--- src/rtl/dds_pkg.sv ---
// dds_pkg: shared state encoding and default sizes for the DDS request master.
package dds_pkg;
   localparam int ADDR_W_DEF  = 10;
   localparam int DATA_W_DEF  = 14;
   localparam int TIMEOUT_DEF = 64;
   localparam int DIV_W       = 16;
   typedef enum logic [1:0] {IDLE, WAIT_TICK, REQ, WAIT_ACK} state_t;
endpackage

--- src/rtl/dds_phase_acc.sv ---
// dds_phase_acc: phase register with load/advance controls.
// DDS_SWEEP_EN adds a saturating linear increment sweep (chirp).
module dds_phase_acc
   import dds_pkg::*;
#(
   parameter int ADDR_W = ADDR_W_DEF
) (
   input  logic              clk,
   input  logic              rst,
   input  logic              load,
   input  logic              adv,
   input  logic [ADDR_W-1:0] phase0,
   input  logic [ADDR_W-1:0] inc,
`ifdef DDS_SWEEP_EN
   input  logic [ADDR_W-1:0] sweep_step,
   input  logic [ADDR_W-1:0] sweep_max,
`endif
   output logic [ADDR_W-1:0] phase
);
   logic [ADDR_W-1:0] phase_q, phase_d;
`ifdef DDS_SWEEP_EN
   logic [ADDR_W-1:0] inc_q, inc_d;
   logic [ADDR_W:0]   inc_sum;
   always_comb begin
      inc_sum = {1'b0, inc_q} + {1'b0, sweep_step};
      phase_d = load ? phase0 : adv ? phase_q + inc_q : phase_q;
      inc_d   = load ? inc :
                adv  ? (inc_sum > {1'b0, sweep_max} ? sweep_max : inc_sum[ADDR_W-1:0]) : inc_q;
   end
   always_ff @(posedge clk or posedge rst)
      if (rst) inc_q <= '0;
      else     inc_q <= inc_d;
`else
   always_comb phase_d = load ? phase0 : adv ? phase_q + inc : phase_q;
`endif
   always_ff @(posedge clk or posedge rst)
      if (rst) phase_q <= '0;
      else     phase_q <= phase_d;
   assign phase = phase_q;
endmodule

--- src/rtl/dds_req_master.sv ---
// dds_req_master: paced DDS lookup initiator with ack timeout and registered DAC output.
// Define DDS_SWEEP_EN to add reg_sweep_step/reg_sweep_max and a chirped phase increment.
module dds_req_master
   import dds_pkg::*;
#(
   parameter int ADDR_W  = ADDR_W_DEF,
   parameter int DATA_W  = DATA_W_DEF,
   parameter int TIMEOUT = TIMEOUT_DEF
) (
   input  logic              clk,
   input  logic              rst,
   input  logic              en,
   input  logic [ADDR_W-1:0] reg_dds_inc,
   input  logic [ADDR_W-1:0] reg_dds_phase0,
   input  logic [DIV_W-1:0]  reg_sample_div,
`ifdef DDS_SWEEP_EN
   input  logic [ADDR_W-1:0] reg_sweep_step,
   input  logic [ADDR_W-1:0] reg_sweep_max,
`endif
   input  logic              sel_backward,
   input  logic              err_clr,
   output logic              dds_req,
   output logic [ADDR_W-1:0] dds_addr,
   input  logic              dds_ack,
   input  logic [DATA_W-1:0] dds_data_forward,
   input  logic [DATA_W-1:0] dds_data_backward,
   output logic [DATA_W-1:0] dac_data,
   output logic              dac_valid,
   output logic              busy,
   output logic              timeout_err
);
   localparam int TO_W = $clog2(TIMEOUT);
   state_t            state_q, state_d;
   logic [DIV_W-1:0]  div_cnt_q, div_cnt_d, div_eff;
   logic [DIV_W:0]    div_nxt;
   logic [TO_W-1:0]   to_cnt_q, to_cnt_d;
   logic [DATA_W-1:0] dac_data_q, dac_data_d;
   logic              dac_valid_q, dac_valid_d, err_q, err_d;
   logic              load, adv, to_hit;
   dds_phase_acc #(.ADDR_W(ADDR_W)) u_acc (
      .clk        (clk),
      .rst        (rst),
      .load       (load),
      .adv        (adv),
      .phase0     (reg_dds_phase0),
      .inc        (reg_dds_inc),
`ifdef DDS_SWEEP_EN
      .sweep_step (reg_sweep_step),
      .sweep_max  (reg_sweep_max),
`endif
      .phase      (dds_addr)
   );
   always_comb begin
      state_d   = state_q;
      div_cnt_d = div_cnt_q;
      to_cnt_d  = to_cnt_q;
      load      = 1'b0;
      adv       = 1'b0;
      to_hit    = 1'b0;
      div_eff   = reg_sample_div == '0 ? DIV_W'(1) : reg_sample_div;
      div_nxt   = {1'b0, div_cnt_q} + (DIV_W+1)'(1);
      case (state_q)
         IDLE: if (en) begin
            load      = 1'b1;
            div_cnt_d = '0;
            state_d   = WAIT_TICK;
         end
         WAIT_TICK:
            if (!en) state_d = IDLE;
            else if (div_nxt >= {1'b0, div_eff}) begin
               div_cnt_d = '0;
               state_d   = REQ;
            end else div_cnt_d = div_nxt[DIV_W-1:0];
         REQ: begin
            to_cnt_d = '0;
            state_d  = WAIT_ACK;
         end
         WAIT_ACK:
            // an ack on the last timeout cycle still counts as a good transaction
            if (dds_ack) begin
               adv     = 1'b1;
               state_d = en ? WAIT_TICK : IDLE;
            end else if (to_cnt_q == TO_W'(TIMEOUT-1)) begin
               to_hit  = 1'b1;
               state_d = en ? WAIT_TICK : IDLE;
            end else to_cnt_d = to_cnt_q + TO_W'(1);
         default: state_d = IDLE;
      endcase
      dac_valid_d = adv;
      dac_data_d  = adv ? (sel_backward ? dds_data_backward : dds_data_forward) : dac_data_q;
      err_d       = to_hit | (err_q & ~err_clr);
   end
   always_ff @(posedge clk or posedge rst)
      if (rst) begin
         state_q     <= IDLE;
         div_cnt_q   <= '0;
         to_cnt_q    <= '0;
         dac_data_q  <= '0;
         dac_valid_q <= 1'b0;
         err_q       <= 1'b0;
      end else begin
         state_q     <= state_d;
         div_cnt_q   <= div_cnt_d;
         to_cnt_q    <= to_cnt_d;
         dac_data_q  <= dac_data_d;
         dac_valid_q <= dac_valid_d;
         err_q       <= err_d;
      end
   assign dds_req     = state_q == REQ;
   assign busy        = state_q != IDLE;
   assign dac_data    = dac_data_q;
   assign dac_valid   = dac_valid_q;
   assign timeout_err = err_q;
endmodule
--- config.mk ---
export PLATFORM = sky130hd
export DESIGN_NAME = dds_req_master
export DESIGN_NICKNAME = d
export VERILOG_FILES = /design/src/rtl/dds_pkg.sv /design/src/rtl/dds_phase_acc.sv /design/src/rtl/dds_req_master.sv
export SDC_FILE = /design/constraint.sdc
export NUM_CORES = 1
export LEC_CHECK = 0
export ABC_CLOCK_PERIOD_IN_PS = 4100
export CAP_MARGIN = 20
export CORE_ASPECT_RATIO = 0.8
export CORE_MARGIN = 10
export CORE_UTILIZATION = 30
export CTS_BUF_LIST = sky130_fd_sc_hd__clkbuf_8
export DETAILED_ROUTE_END_ITERATION = 7
export GPL_TIMING_DRIVEN = 0
export PLACE_DENSITY_LB_ADDON = 0.15
export SYNTH_ARGS = -nofsm -noshare
export SYNTH_HDL_FRONTEND = slang
export SYNTH_SLANG_ARGS = --single-unit
--- constraint.sdc ---
create_clock -name clk -period 4.1 [get_ports clk]
set_input_delay 1.23 -clock clk [delete_from_list [all_inputs] [get_ports clk]]
set_output_delay 1.23 -clock clk [all_outputs]
set_load 0.03 [all_outputs]
==> results.ini, run 1 <==
[status]
status = finished clean

[setup_path]
cp-startpoint = div_cnt_q[0]
crit_path_start_kind = register
critPathKind = register to register
critPathCaptureType = register
arrival_ps = 3740
reg2reg_from = div_cnt_q[0]
critPathMaxFanout = 7
critPathRequiredTime_ps = 4290

[layout]
final_cell_mix = 96 x clkdlybuf4s50_1, 50 x dfrtp_1, 31 x inv_1, 29 x nand2_1, 27 x ha_1
fin_nets = 556
finalInstanceArea_um2 = 4570
n_fill_cell = 1116
area_delta_synth_final_pct = 38.5
antenna_cells = 0
drive_above_1_share_pct = 4.14
final_common_cell = clkdlybuf4s50_1

[flow_run]
maxCapViolCount = 0

[grt]
grt_max_degree = 32
grt_pass1_wl_mm = 15.4
grt_pass1_vias = 3058
grt_use_total_pct = 12.1
overflow = 0
grt_antenna_before_repair = 0

[clock_network]
cts_setup_buffers = 0
htreeDepth = 2
insertion_delay_ps = 320
cts.sinks = 50
clock_path_buffers = 2
ctsResizeCount = 0
path_clk_slew_ps = 100
cts_made_buffers = 5
cts-root-buf = clkbuf_8
cts_hold_buf = 0
cts_tree = built

[floorplan]
start_util_pct = 30.5
ioPinCount = 98
core_area_um2 = 10800
dieWidth_um = 137
row_count = 34
die_h_um = 114
die_area_um2 = 15600

[sta]
worst_slew_pin_slew_ps = 737
hold_viol_final = 0
slew_headroom_pct = 50.9
worst_slack_ps = 556
period_share_pct = 86.4
rsz0062_at_grt = false
period_minus_slack_ps = 3540
skew_ps = 13.8
timing.fmax_mhz = 282
drv_slew = 0
setup_viol = 0
setup_tns_ps = 0

[synthesis]
ys_warn_count = 0
synth_flop_cell = dfrtp_1
async_flop_share_pct = 100
syn-cell-area_um2 = 3300
ys_seq_elements = 50
yosysUniqueCellTypes = 55
yosysSeqAreaShare_pct = 37.9
synth_enable_flop_cells = 0
syn_nets = 452
avgSynthCellArea_um2 = 9.32
synthCells = 354

[worst_hold_path]
worstHoldStart = dac_data[0]
hp-class = register to register

[routing]
drt_first_pass_iters = 4
wire_per_inst_um = 15.8
drtIter0Drc = 113
post-route-drc-count = 0
vias = 2934
avgViaCountPerCell = 4.87
routed_wl_mm = 9.52
antenna_left = 0

[placed_design]
io_buffer_count = 96
postPlaceCellArea_um2 = 4460
place_hpwl_mm = 7.58
place_ws_ps = 354
gp_congestion = 0.831

[power_and_ir_drop]
ir_drop_uv = 278
leakage_uw = 0.00207
power_density_nw_per_um2 = 537

-- final timing paths --
| check | end | slack (ps) | cells after the start |
|---|---|---|---|
| max in group asynchronous | state_q[0] | 2320 | 3 |
| worst max-delay path | div_cnt_q[13] | 560 | 13 |
| worst min register to register | dac_data[0] | 490 | 2 |
| worst min-delay path | dac_data[0] | 490 | 2 |
| worst max register to register | div_cnt_q[13] | 560 | 13 |
| min in group asynchronous | dac_data[0] | 1240 | 2 |
-- worst max-delay path, cell delays in order (launching register included) --
cell and delay, ps:
dfrtp_1 470, ha_1 310, nand3_1 120, or2_1 270
nor2_1 290, nand3_1 140, xnor2_1 160, ha_1 300
nand3_1 100, or4b_1 540, o211ai_2 240, a211o_1 280
or2_1 150, mux2i_1 60
-- synthesized netlist by cell type, types with 2 or more instances --
| cell | n | share of area [%] |
|---|---|---|
| a21oi_1 | 15 | 2.3 |
| a211o_1 | 2 | 0.53 |
| dfrtp_1 | 50 | 38 |
| xnor2_1 | 13 | 3.4 |
| nand2_1 | 29 | 3.3 |
| ha_1 | 27 | 10 |
| inv_1 | 31 | 3.5 |
| a22oi_1 | 5 | 1.1 |
| and4_1 | 2 | 0.53 |
| and3_1 | 3 | 0.57 |
| nor2b_1 | 2 | 0.38 |
| nand2b_1 | 2 | 0.38 |
| a22o_1 | 13 | 3.4 |
| or3_1 | 2 | 0.38 |
| nor2_1 | 18 | 2.0 |
| a211oi_1 | 5 | 1.1 |
| a31oi_1 | 2 | 0.38 |
| a21o_1 | 4 | 0.91 |
| nor4_1 | 3 | 0.57 |
| o21ai_0 | 21 | 3.2 |
| mux2i_1 | 19 | 5.8 |
| and2_1 | 2 | 0.38 |
| clkbuf_1 | 8 | 0.91 |
| nand4_1 | 4 | 0.76 |
| nand3_1 | 18 | 2.7 |
| xor2_1 | 9 | 2.4 |
| a41o_1 | 2 | 0.61 |
| nor3_1 | 3 | 0.45 |
| o21ai_1 | 11 | 1.7 |
| or2_2 | 2 | 0.38 |
| or2_1 | 3 | 0.57 |
-- final cells by class --
type / count / area, µm² / share of cell area, %
sequential: 50 / 1250 / 27.4
multi-input combinational: 262 / 1880 / 41.2
inverter: 31 / 116 / 2.55
clock inverter: 3 / 41.3 / 0.903
tap: 144 / 180 / 3.94
buffer: 11 / 50.0 / 1.09
clock buffer: 5 / 68.8 / 1.51
timing repair buffer: 97 / 981 / 21.5
-- registers in the layout, indices dropped and copies added, names as in the netlist, named ones only --
| register | flops |
|---|---|
| state_q | 1 |
| to_cnt_q | 6 |
| timeout_err | 1 |
| dac_data | 14 |
| div_cnt_q | 16 |
| dac_valid | 1 |
| u_acc.phase | 10 |
-- cell families (layout without fill, tap and decap cells) --
family	count (synthesis)	count (layout)	share of synthesized area [%]
buffers and inverters	42	147	5.04
adder cells (fa/ha/maj)	28	28	10.8
AND/OR/NAND/NOR	97	97	14.7
XOR/XNOR	22	22	5.84
multiplexers	20	20	6.10
flip-flops	50	50	37.9
AO/OA/AOI/OAI	95	95	19.6
-- per-layer routing --
layer  global-route usage, %  routed length (µm)  vias to the layer above
li1                        -                   -                     1489
met1                    16.2                4500                     1391
met2                    19.5                4550                       46
met3                    2.64                 393                        8
met4                    2.52                  74                        0
met5                       0                   0                        -
-- where the power goes --
| group | leakage, µW | internal (µW) | switching [µW] | total, µW |
|---|---|---|---|---|
| combinational | 0.00136 | 573 | 766 | 1340 |
| clock | 0.0000556 | 180 | 178 | 358 |
| sequential | 0.000648 | 641 | 115 | 756 |
-- per-stage QoR --
| step | instances | hold slack, ps | utilization, % | total power (µW) |
|---|---|---|---|---|
| finish | 603 | 486 | 42.3 | 2450 |
| global route | 603 | 528 | 42.3 | 2650 |
| floorplan | 354 | 451 | - | 1600 |
| global placement | 594 | 464 | 41.1 | 2100 |
| detailed placement | 595 | 470 | 41.3 | 2120 |
| CTS | 603 | 493 | 42.3 | 2490 |
Note: power is estimated with default switching activity, not from simulation.
==> inputs of run 2 (changes only) <==
--- a/config.mk
+++ b/config.mk
@@ -5,7 +5,7 @@
 export SDC_FILE = /design/constraint.sdc
 export NUM_CORES = 1
 export LEC_CHECK = 0
-export ABC_CLOCK_PERIOD_IN_PS = 4100
+export ABC_CLOCK_PERIOD_IN_PS = 4500
 export CAP_MARGIN = 20
 export CORE_ASPECT_RATIO = 0.8
 export CORE_MARGIN = 10
@@ -13,6 +13,7 @@
 export CTS_BUF_LIST = sky130_fd_sc_hd__clkbuf_8
 export DETAILED_ROUTE_END_ITERATION = 7
 export GPL_TIMING_DRIVEN = 0
+export MAX_ROUTING_LAYER = met4
 export PLACE_DENSITY_LB_ADDON = 0.15
 export SYNTH_ARGS = -nofsm -noshare
 export SYNTH_HDL_FRONTEND = slang
==> constraint.sdc (replaced) <==
create_clock -name clk -period 4.5 [get_ports clk]
set_input_delay 1.35 -clock clk [delete_from_list [all_inputs] [get_ports clk]]
set_output_delay 1.35 -clock clk [all_outputs]
set_load 0.03 [all_outputs]
==> run 2 against run 1 <==
Cell count did not move; non-clock buffer count is the same; global-route usage up 0.35 points; sequential power decreased by 8.9%; count of clock-buffer cells in the layout unchanged; first-iteration DRC count down 2.7%; combinational power decreased by 9%; worst setup slack gained 390 ps; fmax is 0.40% lower; routed wire length hardly changed; sequential share of layout area unchanged; critical path depth did not move; highest routed layer unchanged.
==> results.ini, run 2 (synthesis results as in run 1) <==
[layout]
drive_above_1_share_pct = 4.14
fin_nets = 556
final_util_pct = 42.3
n_fill_cell = 1116
top_register = div_cnt_q
antenna_cells = 0
largest_register_ffs = 16
final_cells = 603
regArea_um2 = 1250
final_cell_mix = 96 x clkdlybuf4s50_1, 50 x dfrtp_1, 31 x inv_1, 29 x nand2_1, 27 x ha_1
final_common_cell = clkdlybuf4s50_1
multi_input_area_um2 = 1880
area_delta_synth_final_pct = 38.5

[sta]
slew_headroom_pct = 50.9
hold_viol_final = 0
rsz0062_at_grt = false
timing.fmax_mhz = 281
period_share_pct = 79.1
drv_slew = 0
worst_slew_pin_slew_ps = 736
worst_slack_ps = 942
period_minus_slack_ps = 3560
setup_viol = 0
setup_tns_ps = 0
worst_hold_slack_ps = 486
skew_ps = 11.2

[floorplan]
ioPinCount = 98
start_util_pct = 30.5
die_h_um = 114
die_area_um2 = 15600
dieWidth_um = 137
row_count = 34
core_area_um2 = 10800

[routing]
avgViaCountPerCell = 4.87
drt_first_pass_iters = 4
post-route-drc-count = 0
wire_per_inst_um = 15.8
vias = 2936
antenna_left = 0
routed_wl_mm = 9.51
drtIter0Drc = 110

[clock_network]
htreeDepth = 2
cts_setup_buffers = 0
cts-root-buf = clkbuf_8
cts_hold_buf = 0
clock_path_buffers = 2
ctsResizeCount = 0
cts_made_buffers = 5
insertion_delay_ps = 320
cts_tree = built
cts.sinks = 50
path_clk_slew_ps = 100

[power_and_ir_drop]
ir_drop_uv = 253
leakage_uw = 0.00207
power_density_nw_per_um2 = 489

[setup_path]
critPathKind = register to register
path_delay_family = simple AND/OR/NAND/NOR gates
crit_top_cell = nand3_1
crit_chain = ha_1 -> nand3_1 -> or2_1 -> nor2_1 -> nand3_1 -> xnor2_1 -> ha_1 -> nand3_1 -> or4b_1 -> o211ai_2 -> a211o_1 -> or2_1 -> mux2i_1
critPathCaptureType = register
crit_path_start_kind = register
critPathMaxStageDelay_ps = 540
rrSetupSlack_ps = 940
arrival_ps = 3760
critPathMaxFanout = 7
critPathRequiredTime_ps = 4700
slowest_stage = or4b_1
path_buf_inv = 0

[placed_design]
place_ws_ps = 634
io_buffer_count = 96
gp_congestion = 0.844
place_hpwl_mm = 7.58
post-place-cells = 595

[grt]
grt_pass1_wl_mm = 15.4
grt_pass1_vias = 3068
grt_use_total_pct = 12.4
grt_antenna_before_repair = 0
overflow = 0
grt_max_degree = 32

[status]
status = finished clean

[flow_run]
maxCapViolCount = 0

[worst_hold_path]
hp-class = register to register

run 2: where the power goes:
group / switching (µW) / leakage [µW] / internal [µW] / total, µW
combinational: 699 / 0.00136 / 522 / 1220
clock: 163 / 0.0000556 / 164 / 327
sequential: 104 / 0.000648 / 584 / 689
run 2: final timing paths:
path | start | to | cells past startpoint
min | dac_data[0] | dac_data[0] | 2
max in group asynchronous | rst | div_cnt_q[14] | 3
max reg2reg | div_cnt_q[0] | div_cnt_q[13] | 13
min reg2reg | dac_data[0] | dac_data[0] | 2
min in group asynchronous | rst | dac_data[0] | 2
max | div_cnt_q[0] | div_cnt_q[13] | 13
run 2: worst reg2reg max path, cell delays in order, from the launching register on:
cell and delay (ps):
dfrtp_1 470, ha_1 310, nand3_1 130, or2_1 270, nor2_1 280, nand3_1 140
xnor2_1 170, ha_1 310, nand3_1 100, or4b_1 540, o211ai_2 240, a211o_1 280
or2_1 150, mux2i_1 60
run 2: metrics by stage:
step	area, µm²	power [µW]
finish	4570	2240
global route	4570	2410
CTS	4570	2270
detailed placement	4460	1930
global placement	4440	1910
floorplan	3300	1450
run 2: layout make-up:
| class | instances | area share [%] |
|---|---|---|
| Buffer | 11 | 1.09 |
| Clock buffer | 5 | 1.51 |
| Clock inverter | 3 | 0.903 |
| Inverter | 31 | 2.55 |
| Multi-Input combinational cell | 262 | 41.2 |
| Sequential cell | 50 | 27.4 |
| Tap cell | 144 | 3.94 |
| Timing Repair Buffer | 97 | 21.5 |
run 2: per-layer routing:
layer	vias to the layer above	wire (µm)	global-route usage, %
met3	8	321	2.28
li1	1490	-	-
met1	1391	4570	16.4
met2	47	4550	19.5
met5	-	0	-
met4	0	71	2.52
